**config.mk**
```make
export PLATFORM = sky130hd
export DESIGN_NAME = pipelined_carry_select_adder
export DESIGN_NICKNAME = d
export VERILOG_FILES = /design/src/rtl/pipelined_carry_select_adder.sv
export SDC_FILE = /design/constraint.sdc
export NUM_CORES = 1
export LEC_CHECK = 0
export ABC_AREA = 1
export BUFFER_PORTS_ARGS = -buffer_cell sky130_fd_sc_hd__clkbuf_2
export CORE_MARGIN = 5
export CORE_UTILIZATION = 56
export CTS_CLUSTER_DIAMETER = 40
export DETAILED_ROUTE_END_ITERATION = 8
export MAX_ROUTING_LAYER = met4
export PLACE_DENSITY = 0.84
export REMOVE_ABC_BUFFERS = 1
export SYNTH_ARGS = -nofsm -noshare
export SYNTH_HDL_FRONTEND = slang
export SYNTH_SLANG_ARGS = --single-unit
export TNS_END_PERCENT = 30
```
**constraint.sdc**
```tcl
create_clock -name clk -period 3.5 [get_ports clk]
set_clock_uncertainty 0.05 [all_clocks]
set_input_delay 0.7 -clock clk [delete_from_list [all_inputs] [get_ports clk]]
set_output_delay 0.7 -clock clk [all_outputs]
set_load 0.1 [all_outputs]
```
**src/rtl/pipelined_carry_select_adder.sv**
```systemverilog
// Pipelined carry-select adder/subtractor: each stage resolves SEG_PER_STG
// segments; unresolved operand bits ride forward in skew registers.
module pipelined_carry_select_adder #(
  parameter int WIDTH       = 20,
  parameter int SEG         = 5,
  parameter int SEG_PER_STG = 2
) (
  input  logic             clk,
  input  logic             rst,
  input  logic             in_valid,
  output logic             in_ready,
  input  logic [WIDTH-1:0] a,
  input  logic [WIDTH-1:0] b,
  input  logic             cin,
  input  logic             sub,
  output logic             out_valid,
  input  logic             out_ready,
  output logic [WIDTH:0]   sum
);

  localparam int NSEG = (WIDTH + SEG - 1) / SEG;
  localparam int NSTG = (NSEG + SEG_PER_STG - 1) / SEG_PER_STG;

  // Handshake: a beat transfers on any edge where valid & ready are both high.
  // The whole pipe advances together unless the output is held (out_valid & !out_ready),
  // so in_ready is the only signal combinationally dependent on an input (out_ready).
  logic advance;
  logic accept;

  assign advance  = !out_valid || out_ready;
  assign in_ready = advance;
  assign accept   = in_valid && advance;

  for (genvar k = 0; k < NSTG; k++) begin : stg
    localparam int FIRST = k * SEG_PER_STG;
    localparam int NS    = (NSEG - FIRST < SEG_PER_STG) ? (NSEG - FIRST) : SEG_PER_STG;
    localparam int LO    = FIRST * SEG;
    localparam int HI    = ((FIRST + NS) * SEG > WIDTH) ? WIDTH : (FIRST + NS) * SEG;

    logic [WIDTH-1:LO] a_in;
    logic [WIDTH-1:LO] b_in;
    logic              c_in;
    logic              v_in;
    logic [HI-1:LO]    seg_s;
    logic [NS:0]       cc;
    logic [HI-1:0]     s_d;
    logic              c_d;
    logic [HI-1:0]     s_q;
    logic              c_q;
    logic              valid_q;

    if (k == 0) begin : g_entry
      // Subtraction is a + ~b + 1, so cin is overridden by the forced carry.
      assign a_in = a;
      assign b_in = sub ? ~b : b;
      assign c_in = sub | cin;
      assign v_in = accept;
      assign s_d  = seg_s;
    end else begin : g_link
      assign a_in = stg[k-1].g_skew.a_q;
      assign b_in = stg[k-1].g_skew.b_q;
      assign c_in = stg[k-1].c_q;
      assign v_in = stg[k-1].valid_q;
      assign s_d  = {seg_s, stg[k-1].s_q};
    end

    assign cc[0] = c_in;
    assign c_d   = cc[NS];

    for (genvar j = 0; j < NS; j++) begin : seg
      localparam int SLO = (FIRST + j) * SEG;
      localparam int SHI = (SLO + SEG > WIDTH) ? WIDTH : SLO + SEG;
      localparam int SW  = SHI - SLO;

      logic [SW:0] r0;
      logic [SW:0] r1;

      assign r0 = {1'b0, a_in[SHI-1:SLO]} + {1'b0, b_in[SHI-1:SLO]};
      assign r1 = {1'b0, a_in[SHI-1:SLO]} + {1'b0, b_in[SHI-1:SLO]} + {{SW{1'b0}}, 1'b1};
      assign {cc[j+1], seg_s[SHI-1:SLO]} = cc[j] ? r1 : r0;
    end

    always_ff @(posedge clk) begin
      if (rst) begin
        valid_q <= 1'b0;
        c_q     <= 1'b0;
        s_q     <= '0;
      end else if (advance) begin
        valid_q <= v_in;
        c_q     <= c_d;
        s_q     <= s_d;
      end
    end

    if (k < NSTG - 1) begin : g_skew
      logic [WIDTH-1:HI] a_q;
      logic [WIDTH-1:HI] b_q;

      always_ff @(posedge clk) begin
        if (rst) begin
          a_q <= '0;
          b_q <= '0;
        end else if (advance) begin
          a_q <= a_in[WIDTH-1:HI];
          b_q <= b_in[WIDTH-1:HI];
        end
      end
    end
  end

  assign out_valid = stg[NSTG-1].valid_q;
  assign sum       = {stg[NSTG-1].c_q, stg[NSTG-1].s_q};

endmodule

```
==> results.md <==
* Result of the run: complete, no violations
* Maximum level of the CTS H-tree at 2
* Critical Setup Path Class: primary input to register
* Path type of the worst min-delay path: register to register
* Internal Power at around 0.0012 W
* Syn-to-layout area delta at 14.3%
* Critical Path Start Type: primary input
* Hold Crit Endpoint: stg[0].valid_q$_SDFFE_PP0N_
* Worst-case reg-to-reg path depth at 13
* Critical path data arrival time at 2.84 ns
* Clock latency on the worst-skew pair at 0.31 ns
* Antenna diode count at 0
* Worst Hold Margin at about 0.42 ns
* Fmax at roughly 370 MHz
* Final cycle utilization of the critical path at approximately three quarters
* Antenna violations before repair at 0
* Chip Height at 89.3 µm
* Number of instances in the synthesized netlist at 497
* R2R Path End: stg[1].c_q$_SDFFE_PP0N_
* Via count at 3213
* Setup Buffers After CTS at 0
* Via count normalized by instance count at 5.07
* RSZ-0062 raised after global routing: false
* Wire length after detailed routing at 7220 µm
* Clock power frac at 21.2%
* Drt wl/cell at around 11 µm
* Count of buffers inserted at the top-level ports at between 60 and 70
* Sum of overflow across all layers after global routing at 0
* Cell depth of the worst min-delay path at 2
* Clock tree from TritonCTS: done
* Required time of the worst setup path at 3.67 ns
* Post-route minimum period at between 2 and 3 ns
* Startpoint of the worst hold path: stg[0].valid_q$_SDFFE_PP0N_
* Actual slew at the worst max-slew pin at 0.686 ns
* Clock Path Buffers at 2
* Warning count from the yosys run at 0
* Areal power density over the cells at a little under 500 mW/mm²
* Worst-case register-to-register setup slack at roughly 1.3 ns
* Sequential fraction of the synthesis area at a little under a third
* Crit. End Element: register
* Number of DRC violations after detailed-routing iteration 0 at 100
* Placeable core region at 0.00603 mm²
* Wire length of the first global-routing pass at about 13000 µm
* Fraction of final layout cells sized beyond drive strength 1 at 17.0%
* Via count of the first global-routing pass at roughly 3100
* Final weighted congestion in routability-driven placement at around 0.86
* Post-cts resize count at 0
* Number of maximum-capacitance violations at 0
* Detailed-placement wirelength estimate at approximately 5500 µm
* Source of the critical timing path: sub
* Total Nets Final at roughly 630
* Leading cell types in the layout, fill and taps excluded: sky130_fd_sc_hd__nand2_1 (87), sky130_fd_sc_hd__clkbuf_2 (68), sky130_fd_sc_hd__inv_1 (61), sky130_fd_sc_hd__o21ai_0 (54), sky130_fd_sc_hd__dfxtp_1 (54)
* Full die area at between 0.007 and 0.008 mm²
* Number of nets with antenna violations after routing at 0
* Initial Utilization at 58.4%
* Hold buffer count at CTS at 0
* Count of pins on the block boundary at between 60 and 70
* Chip width at ~89 µm
* Part of the total power dissipated in sequential elements at between 30 and 40%
* Root buffer selected by CTS: sky130_fd_sc_hd__clkbuf_8
* Clock transition at the registers of the reported paths at around 0.10 ns
* Pre-CTS WS at roughly 0.48 ns
* Flip-flop and latch count after synthesis at 54
* Number of different library cells in the post-synthesis netlist at 32
* IR Drop Worst-Case VDD at around 0.00035 V
* Headroom to the max-slew limit at 54.2%
* Mapped cell area at around 0.0035 mm²
* Static Leakage at around 2.1 nW
* Pin count of the biggest net entering global routing at 81
* Number of hold-slack violations in the final timing report at 0
* Count of final max-slew check failures at 0
* Total negative setup slack at 0 ns
* Sinks on Clock Net at 54
* Number of clock buffers inserted by TritonCTS at 5
* Count of endpoints failing setup in the final report at 0
* Remaining design rule violation count at 0
* Row cnt at 28
* Commonest non-fill, non-tap cell in the layout: sky130_fd_sc_hd__nand2_1
* CP max FO at 10
* Number of optimization iterations in the first detailed-route pass at 4
* Total net switching power at between 0.0008 and 0.0009 W
* Final Core Density at 66.7%
* Global routing usage summed across all routing layers at between 10% and 20%
* Critical register-to-register path startpoint: stg[0].g_skew.a_q[10]$_SDFFE_PP0N_
* Final worst slack at roughly 0.83 ns
* Fraction of power spent switching nets at between 40 and 50%
* Logic pwr share at 41.9%
* Total chip power at about 0.002 W
* Post-Syn Area per Cell at 7.08 µm²
==> cells by family after synthesis <==
group / synth area share [%]
adders and majority gates: 11.2
AOI/OAI and AO/OA: 13.2
DFF: 30.7
muxes: 0.320
buffers and inverters: 8.96
xor gates and xnor gates: 9.50
and+or+nand+nor: 26.1
==> worst max-delay path, stage by stage <==
cell and delay (ns):
sky130_fd_sc_hd__clkbuf_2 0.20, sky130_fd_sc_hd__xor2_1 0.21, sky130_fd_sc_hd__ha_1 0.24, sky130_fd_sc_hd__fa_1 0.44
sky130_fd_sc_hd__nand2_1 0.09, sky130_fd_sc_hd__nand2_1 0.12, sky130_fd_sc_hd__nor2_4 0.16, sky130_fd_sc_hd__inv_2 0.03
sky130_fd_sc_hd__nor2_1 0.08, sky130_fd_sc_hd__nand3_1 0.08, sky130_fd_sc_hd__nand2_2 0.14, sky130_fd_sc_hd__inv_2 0.08
sky130_fd_sc_hd__nand2_1 0.07, sky130_fd_sc_hd__nand3_1 0.06, sky130_fd_sc_hd__nand2_1 0.09, sky130_fd_sc_hd__inv_1 0.03
==> per-stage QoR <==
step / instances / instance area (µm²)
4_1_cts: 634 / 4020
3_3_place_gp: 626 / 3910
3_5_place_dp: 626 / 3910
5_1_grt: 634 / 4020
2_1_floorplan: 479 / 3440
6_report: 634 / 4020
==> cell usage after synthesis (all sizes together) <==
cell	n	area share, %
xor2	16	4.5
dfxtp	54	31
clkinv	1	0.11
nor3b	1	0.21
nand3	45	6.7
o21bai	2	0.43
o211ai	2	0.43
or2	2	0.36
inv	63	6.7
nand3b	2	0.43
nand4	5	1.3
clkbuf	14	1.5
nor3	3	0.43
buf	4	0.64
ha	25	8.9
fa	4	2.3
nor2	55	6.4
mux2	1	0.32
a21oi	32	4.6
o21ai	55	7.8
xnor2	20	5.0
nand2	91	10
==> flip-flops by register name, summed over array words and instances (netlist names) <==
register and cells:
stg.c_q 2, stg.g_skew.a_q 10, stg.g_skew.b_q 10, out_valid 1, stg.s_q 30, stg.valid_q 1
==> worst max path at each step <==
| stage | cells after the start | endpoint | slack [ns] |
|---|---|---|---|
| floorplan | 7 | stg[0].c_q$_SDFFE_PP0N_ | -0.56 |
| global placement | 16 | stg[0].c_q$_SDFFE_PP0N_ | 0.55 |
| detailed placement | 16 | stg[0].c_q$_SDFFE_PP0N_ | 0.48 |
| CTS | 16 | stg[0].c_q$_SDFFE_PP0N_ | 0.82 |
| global route | 16 | stg[0].s_q[6]$_SDFFE_PP0N_ | 0.54 |
| finish | 16 | stg[0].c_q$_SDFFE_PP0N_ | 0.83 |
==> area by class of cell <==
| type | instances | area (µm²) |
|---|---|---|
| inverter | 64 | 240 |
| sequential | 54 | 1080 |
| clock inverter | 3 | 43.8 |
| tap | 75 | 93.8 |
| fill | 586 | 2010 |
| timing repair buffer | 72 | 370 |
| clock buffer | 5 | 68.8 |
| multi-input combinational | 361 | 2120 |
==> power groups by stage <==
stage	combinational [W]	clock, W	sequential, W
finish	0.000838	0.000424	0.000736
global route	0.000936	0.000462	0.000746
CTS	0.000844	0.000436	0.000737
detailed placement	0.000839	0	0.000750
global placement	0.000820	0	0.000748
floorplan	0.000440	0	0.000990
==> metal layers <==
metal  routed length (µm)  vias up  share of wire [%]  track usage [%]
met5                    0        -                  0                -
met4                   78        0                1.1             5.28
met3                  301        7                4.2             2.40
met2                 3630       60                 50             37.0
met1                 3210     1419                 44             22.5
li1                     -     1727                  -                -
No activity file was read; power rests on OpenSTA's default activity.
